$ cat src/rtl/regfile_wb.sv
// 32 x 32-bit register file, two combinational read ports, one writeback port.
// Define RF_TRACE_EN to add the commit-trace ports (trace_we/wR/wD/cnt).
module regfile_wb #(
   parameter int BYPASS = 1
) (
   input  logic        cpu_clk,
   input  logic        cpu_rst,
   input  logic [4:0]  rR1,
   input  logic [4:0]  rR2,
   output logic [31:0] rD1,
   output logic [31:0] rD2,
   input  logic [4:0]  wR,
   input  logic        rf_we,
   input  logic [31:0] wD
`ifdef RF_TRACE_EN
   ,
   output logic        trace_we,
   output logic [4:0]  trace_wR,
   output logic [31:0] trace_wD,
   output logic [31:0] trace_cnt
`endif
);

   localparam bit BYP_EN = (BYPASS != 0);

   logic [31:0] regs [32];
   logic        commit;

   // A write lands only when enabled, not aimed at x0 and not overridden by reset.
   assign commit = rf_we && (wR != 5'd0) && !cpu_rst;

   // NOTE: the storage is reset explicitly because every register must read zero
   // after reset; this keeps it in flops rather than an inferred RAM macro.
   always_ff @(posedge cpu_clk) begin
      if (cpu_rst) begin
         for (int i = 0; i < 32; i++) begin
            // NOTE: sequential state uses non-blocking assignments only.
            regs[i] <= '0;
         end
      end else if (commit) begin
         regs[wR] <= wD;
      end
   end

   // NOTE: every always_comb output gets a default first so no latch is inferred.
   always_comb begin
      rD1 = regs[rR1];
      if (rR1 == 5'd0)
         rD1 = '0;
      else if (BYP_EN && commit && (wR == rR1))
         rD1 = wD;
   end

   always_comb begin
      rD2 = regs[rR2];
      if (rR2 == 5'd0)
         rD2 = '0;
      else if (BYP_EN && commit && (wR == rR2))
         rD2 = wD;
   end

`ifdef RF_TRACE_EN
   always_ff @(posedge cpu_clk) begin
      if (cpu_rst) begin
         trace_we  <= 1'b0;
         trace_wR  <= '0;
         trace_wD  <= '0;
         trace_cnt <= '0;
      end else begin
         trace_we <= commit;
         if (commit) begin
            trace_wR  <= wR;
            trace_wD  <= wD;
            trace_cnt <= trace_cnt + 32'd1;
         end
      end
   end
`endif

endmodule

$ cat config.mk
export PLATFORM = sky130hd
export DESIGN_NAME = regfile_wb
export DESIGN_NICKNAME = d
export VERILOG_FILES = /design/src/rtl/regfile_wb.sv
export SDC_FILE = /design/constraint.sdc
export NUM_CORES = 2
export LEC_CHECK = 0
export BUFFER_PORTS_ARGS = -buffer_cell sky130_fd_sc_hd__buf_2
export CORE_ASPECT_RATIO = 0.9
export CORE_MARGIN = 4
export CORE_UTILIZATION = 60
export DETAILED_ROUTE_END_ITERATION = 8
export PLACE_DENSITY_LB_ADDON = 0.1
export SKIP_LAST_GASP = 1
export SYNTH_ARGS = -nofsm -noshare
export SYNTH_HDL_FRONTEND = slang
export SYNTH_SLANG_ARGS = --single-unit
$ cat constraint.sdc
create_clock -name cpu_clk -period 3.5 [get_ports cpu_clk]
set_input_delay 0.7 -clock cpu_clk [delete_from_list [all_inputs] [get_ports cpu_clk]]
set_output_delay 0.7 -clock cpu_clk [all_outputs]
set_load 0.05 [all_outputs]
=== After elaboration in Yosys (flattened, before gate mapping) ===
Memories as Yosys holds them, arrays and structs flattened.
Index checks and enable logic that the tools add are counted.

* Input bits: 50
* Flip-flop bits (word level): 0
* Word-level logic and storage cells: 24
* Memories kept: 1
* RAM bits: 1,024

{| class="wikitable"
|+ Memory list
! name !! words !! bits a word !! rd ports !! clocked after memory_dff !! wr ports !! RTL line !! RTL
|-
| regs || 32 || 32 || 2 || 0 || 32 || 26 || <nowiki>logic [31:0] regs [32];</nowiki>
|}

* Multiplexer cells: 12
* Equal/unequal tests: 2
* Reductions and logical operators: 9

{| class="wikitable"
|+ Operators by type and width
! operator !! number
|-
| $mux 32 || 5
|-
| $reduce_or 32->1 || 1
|-
| $eq 5x5->1 || 2
|-
| $logic_not 5->1 || 2
|-
| $mux 1 || 6
|-
| $mux 5 || 1
|-
| $reduce_bool 5->1 || 1
|-
| $logic_and 1x1->1 || 4
|-
| $logic_not 1->1 || 1
|}

=== Longest topological paths before layout ===
* Word-level depth: 8
* Gate-level depth with buffers: 9
* Mapped depth without buffers: 5

=== Least setup slack after synthesis ===
No wires, ideal clock.

* Path kind: input to output
* From: input port rR2[0]
* To: output port rD2[30]
* Buffers on the path: 3
* Setup slack: -281 ps
* Required time: 2,800 ps
* Data arrival time: 3,081 ps
* Stages on the path: 7
* Path through: buf_2 -> buf_4 -> buf_2 -> mux4_2 -> a32oi_1 -> nand3_1 -> o21ai_0

* Cells in the longest elaborated chain, start to end: 4
* Elaborated cells between the ends (all ways): 6
* Those cells by class: eq/ne: 1; mux: 2; reduce/logical: 2; memory: 1

{| class="wikitable"
|+ RTL lines
! what !! RTL line !! RTL
|-
| start: declaration || 9 || <nowiki>input logic [4:0] rR2,</nowiki>
|-
| parallel branches: the longest is 3 deep, another holds $mem_v2 32x32 || n/a ||
|-
| $mux 32 (*) || 56 || <nowiki>if (rR2 == 5'd0)</nowiki>
|-
| end: declaration || 11 || <nowiki>output logic [31:0] rD2,</nowiki>
|}

Mark *: on every way between the ends.

=== Worst setup path after layout ===
* From: input port rR1[0]
* To: output port rD1[25]

* Cells in the longest elaborated chain, start to end: 4
* Elaborated cells between the ends (all ways): 6
* Those cells by class: eq/ne: 1; mux: 2; reduce/logical: 2; memory: 1

{| class="wikitable"
|+ RTL lines
! what !! RTL line !! RTL
|-
| start: declaration || 8 || <nowiki>input logic [4:0] rR1,</nowiki>
|-
| parallel branches: the longest is 3 deep, another holds $mem_v2 32x32 || n/a ||
|-
| $mux 32 (*) || 48 || <nowiki>if (rR1 == 5'd0)</nowiki>
|-
| end: declaration || 10 || <nowiki>output logic [31:0] rD1,</nowiki>
|}

Marks and branches as above.

==> reports/metrics.csv <==
metric,value,unit
outcome,"complete, but fails checks",
violations,setup timing,
place_hpwl,114.9,mm
slew_headroom,54.86,%
drc,0,
final_nets,4056,
place_area,59840,um^2
post-place-cells,5079,
setup_viol,10,
fin_crit_sh,101.5,%
startpoint,rR1[0],
die-height,294.8,um
drtPass1Iterations,5,
tightest_slew,0.6771,ns
ys_seq_area_share,56.06,%
largest_register_ffs,1024,
synth_edf_count,1024,
drv_cap,0,
final_area,64310,um^2
met2_usage,58.91,%
reg.largest.list,regs: 1024 flops,
fp.coreArea,90050,um^2
ctsHtreeMaxLevel,3,
avgSynthCellArea,14.61,um^2
fin_crit,3.551,ns
cts_tree,done,
grt_pass1_vias,38100,
syn_area,54850,um^2
clkTransAtPathRegs,0.06,ns
fin_util,71.41,%
nFillCells,5860,
drive_gt1_share,30.98,%
ys_seq_elements,1024,
tns,-0.1528,ns
antenna_found_initial,12,
final_cells,5318,
synth_area_leaders,"edfxtp_1 (56%), mux4_2 (18%), and2_1 (11%), mux2i_1 (3.7%), a22oi_1 (2.1%)",
clk_path_buf_depth,3,
io-pin-count,114,
via_count,37180,
required,2.80,ns
fmax,281.6,MHz
totalPowerFinal,30.39,mW
worstPathArrival,2.85,ns
rsz0062_at_grt,yes,
synth_warnings,0,
syn-instance-count,3753,
routed_wl,179.7,mm
numPortBuffers,113,
largest-register,regs,
grt-busiest-layer,met2,
die_x,326.7,um
die-area,96320,um^2
powerDensity,472.6,nW/um^2
crit_path_start_kind,input port,
final_hold_viol_count,0,
vdd_drop_max,408.7,uV
ant_nets,0,
preCtsSetupSlack,-0.2372,ns
grt_max_degree,39,
cts_hold_buffers,0,
cts_buffers,105,
grtUsageMet3,8.447,%
grt.met1_usage,51.08,%
ys.flop_type,edfxtp_1,
finalMaxSlewViolations,0,
post_drt_via_cell_ratio,6.992,
whs,0.6943,ns
start_util,60.91,%
place_congestion,0.9319,
critPathCaptureType,output pin,
critPathKind,in -> out,
grtUsageTotal,37.38,%
row_count,104,
drt_iter0_drc,5184,
synth_top_cell_area_share,56.06,%
area_delta_synth_final,17.24,%
async_flop_share,0,%
p_leak,23.03,nW
worstSetupEndpoint,rD1[25],
gr-total-overflow,0,
yosys.area.top_type,edfxtp_1,
min_path_cells,2,
wl_per_cell,33.79,um
root_buffer,clkbuf_16,
grt_pass1_wl,259.3,mm
ys_types,44,
holdCritPathClass,in -> reg,
cts_sinks,1024,
worst_slack,-0.05106,ns
worstPathMaxFanout,13,
## Yosys cell counts, drive strengths merged (33+ instances only)
cell type / count
a21oi: 124
a22oi: 156
and2: 962
buf: 109
clkbuf: 310
edfxtp: 1024
mux2i: 202
mux4: 443
nand2: 70
nor2: 68
nor3: 35
o211ai: 33
o21ai: 33
o31a: 62
or2: 33
## worst min-delay path by stage
| stage | from | endpoint | slack [ns] |
|---|---|---|---|
| floorplan | wD[31] | regs[1][31]$_SDFFCE_PN0P_ | 0.90 |
| global placement | cpu_rst | regs[0][28]$_SDFFCE_PN0P_ | 1.37 |
| detailed placement | cpu_rst | regs[0][1]$_SDFFCE_PN0P_ | 1.38 |
| CTS | cpu_rst | regs[0][28]$_SDFFCE_PN0P_ | 0.65 |
| global route | cpu_rst | regs[0][28]$_SDFFCE_PN0P_ | 0.68 |
| finish | cpu_rst | regs[0][1]$_SDFFCE_PN0P_ | 0.69 |
## area by class of cell
class / count / area (um^2) / share of cell area [%]
multi-input cells: 2338 / 22920 / 35.64
diodes: 6 / 15.01 / 0.02335
well taps: 1219 / 1525 / 2.372
clock inverters: 70 / 659.4 / 1.025
inverters: 3 / 11.26 / 0.01751
repair buffers: 534 / 5704 / 8.871
clock buffers: 124 / 2720 / 4.230
flip-flops and latches: 1024 / 30750 / 47.82
## worst max-delay path, cell delays in order
cell      delay [ns]
buf_16          0.13
buf_12          0.15
buf_16          0.16
buf_4           0.15
mux2i_1         0.11
a221oi_1        0.27
o21ai_0         0.28
a21oi_1         0.30
o31a_1          0.31
buf_4           0.26
## cells in the final DEF (no fill, tap or decap), types with 66 or more instances in the layout
| cell type | count |
|---|---|
| a21oi_1 | 110 |
| a22oi_1 | 136 |
| and2_1 | 962 |
| buf_12 | 105 |
| buf_2 | 68 |
| buf_4 | 308 |
| clkbuf_16 | 109 |
| edfxtp_1 | 1024 |
| mux2i_1 | 197 |
| mux4_2 | 443 |
| nand2_1 | 66 |
## power by group
group / leakage, nW / switching, mW / total [mW] / internal [mW]
sequential: 9.75 / 0.364 / 14.5 / 14.2
combinational: 11.6 / 2.64 / 4.62 / 1.98
clock: 1.66 / 4.87 / 11.2 / 6.36
## routing by layer
layer  routed length (um)  part of all wire (%)
met5                   18                 0.010
met4                 8487                   4.7
met3                22310                    12
met2                83670                    47
met1                65200                    36
## repair_timing
action,4_1_cts,5_1_grt
gates cloned,7,3
gates resized for setup,64,75
setup endpoints to repair,55,62
pin swaps,13,15
buffers inserted,17,13
## kinds of logic after synthesis
| logic type | synth area share, % |
|---|---|
| AND/OR/NAND/NOR | 13.09 |
| AO/OA/AOI/OAI | 5.685 |
| XOR/XNOR | 0.1597 |
| other | 0.006837 |
| multiplexers | 21.88 |
| flip-flops | 56.06 |
| buffers and inverters | 3.118 |
Power figures use the tool's default switching activity.
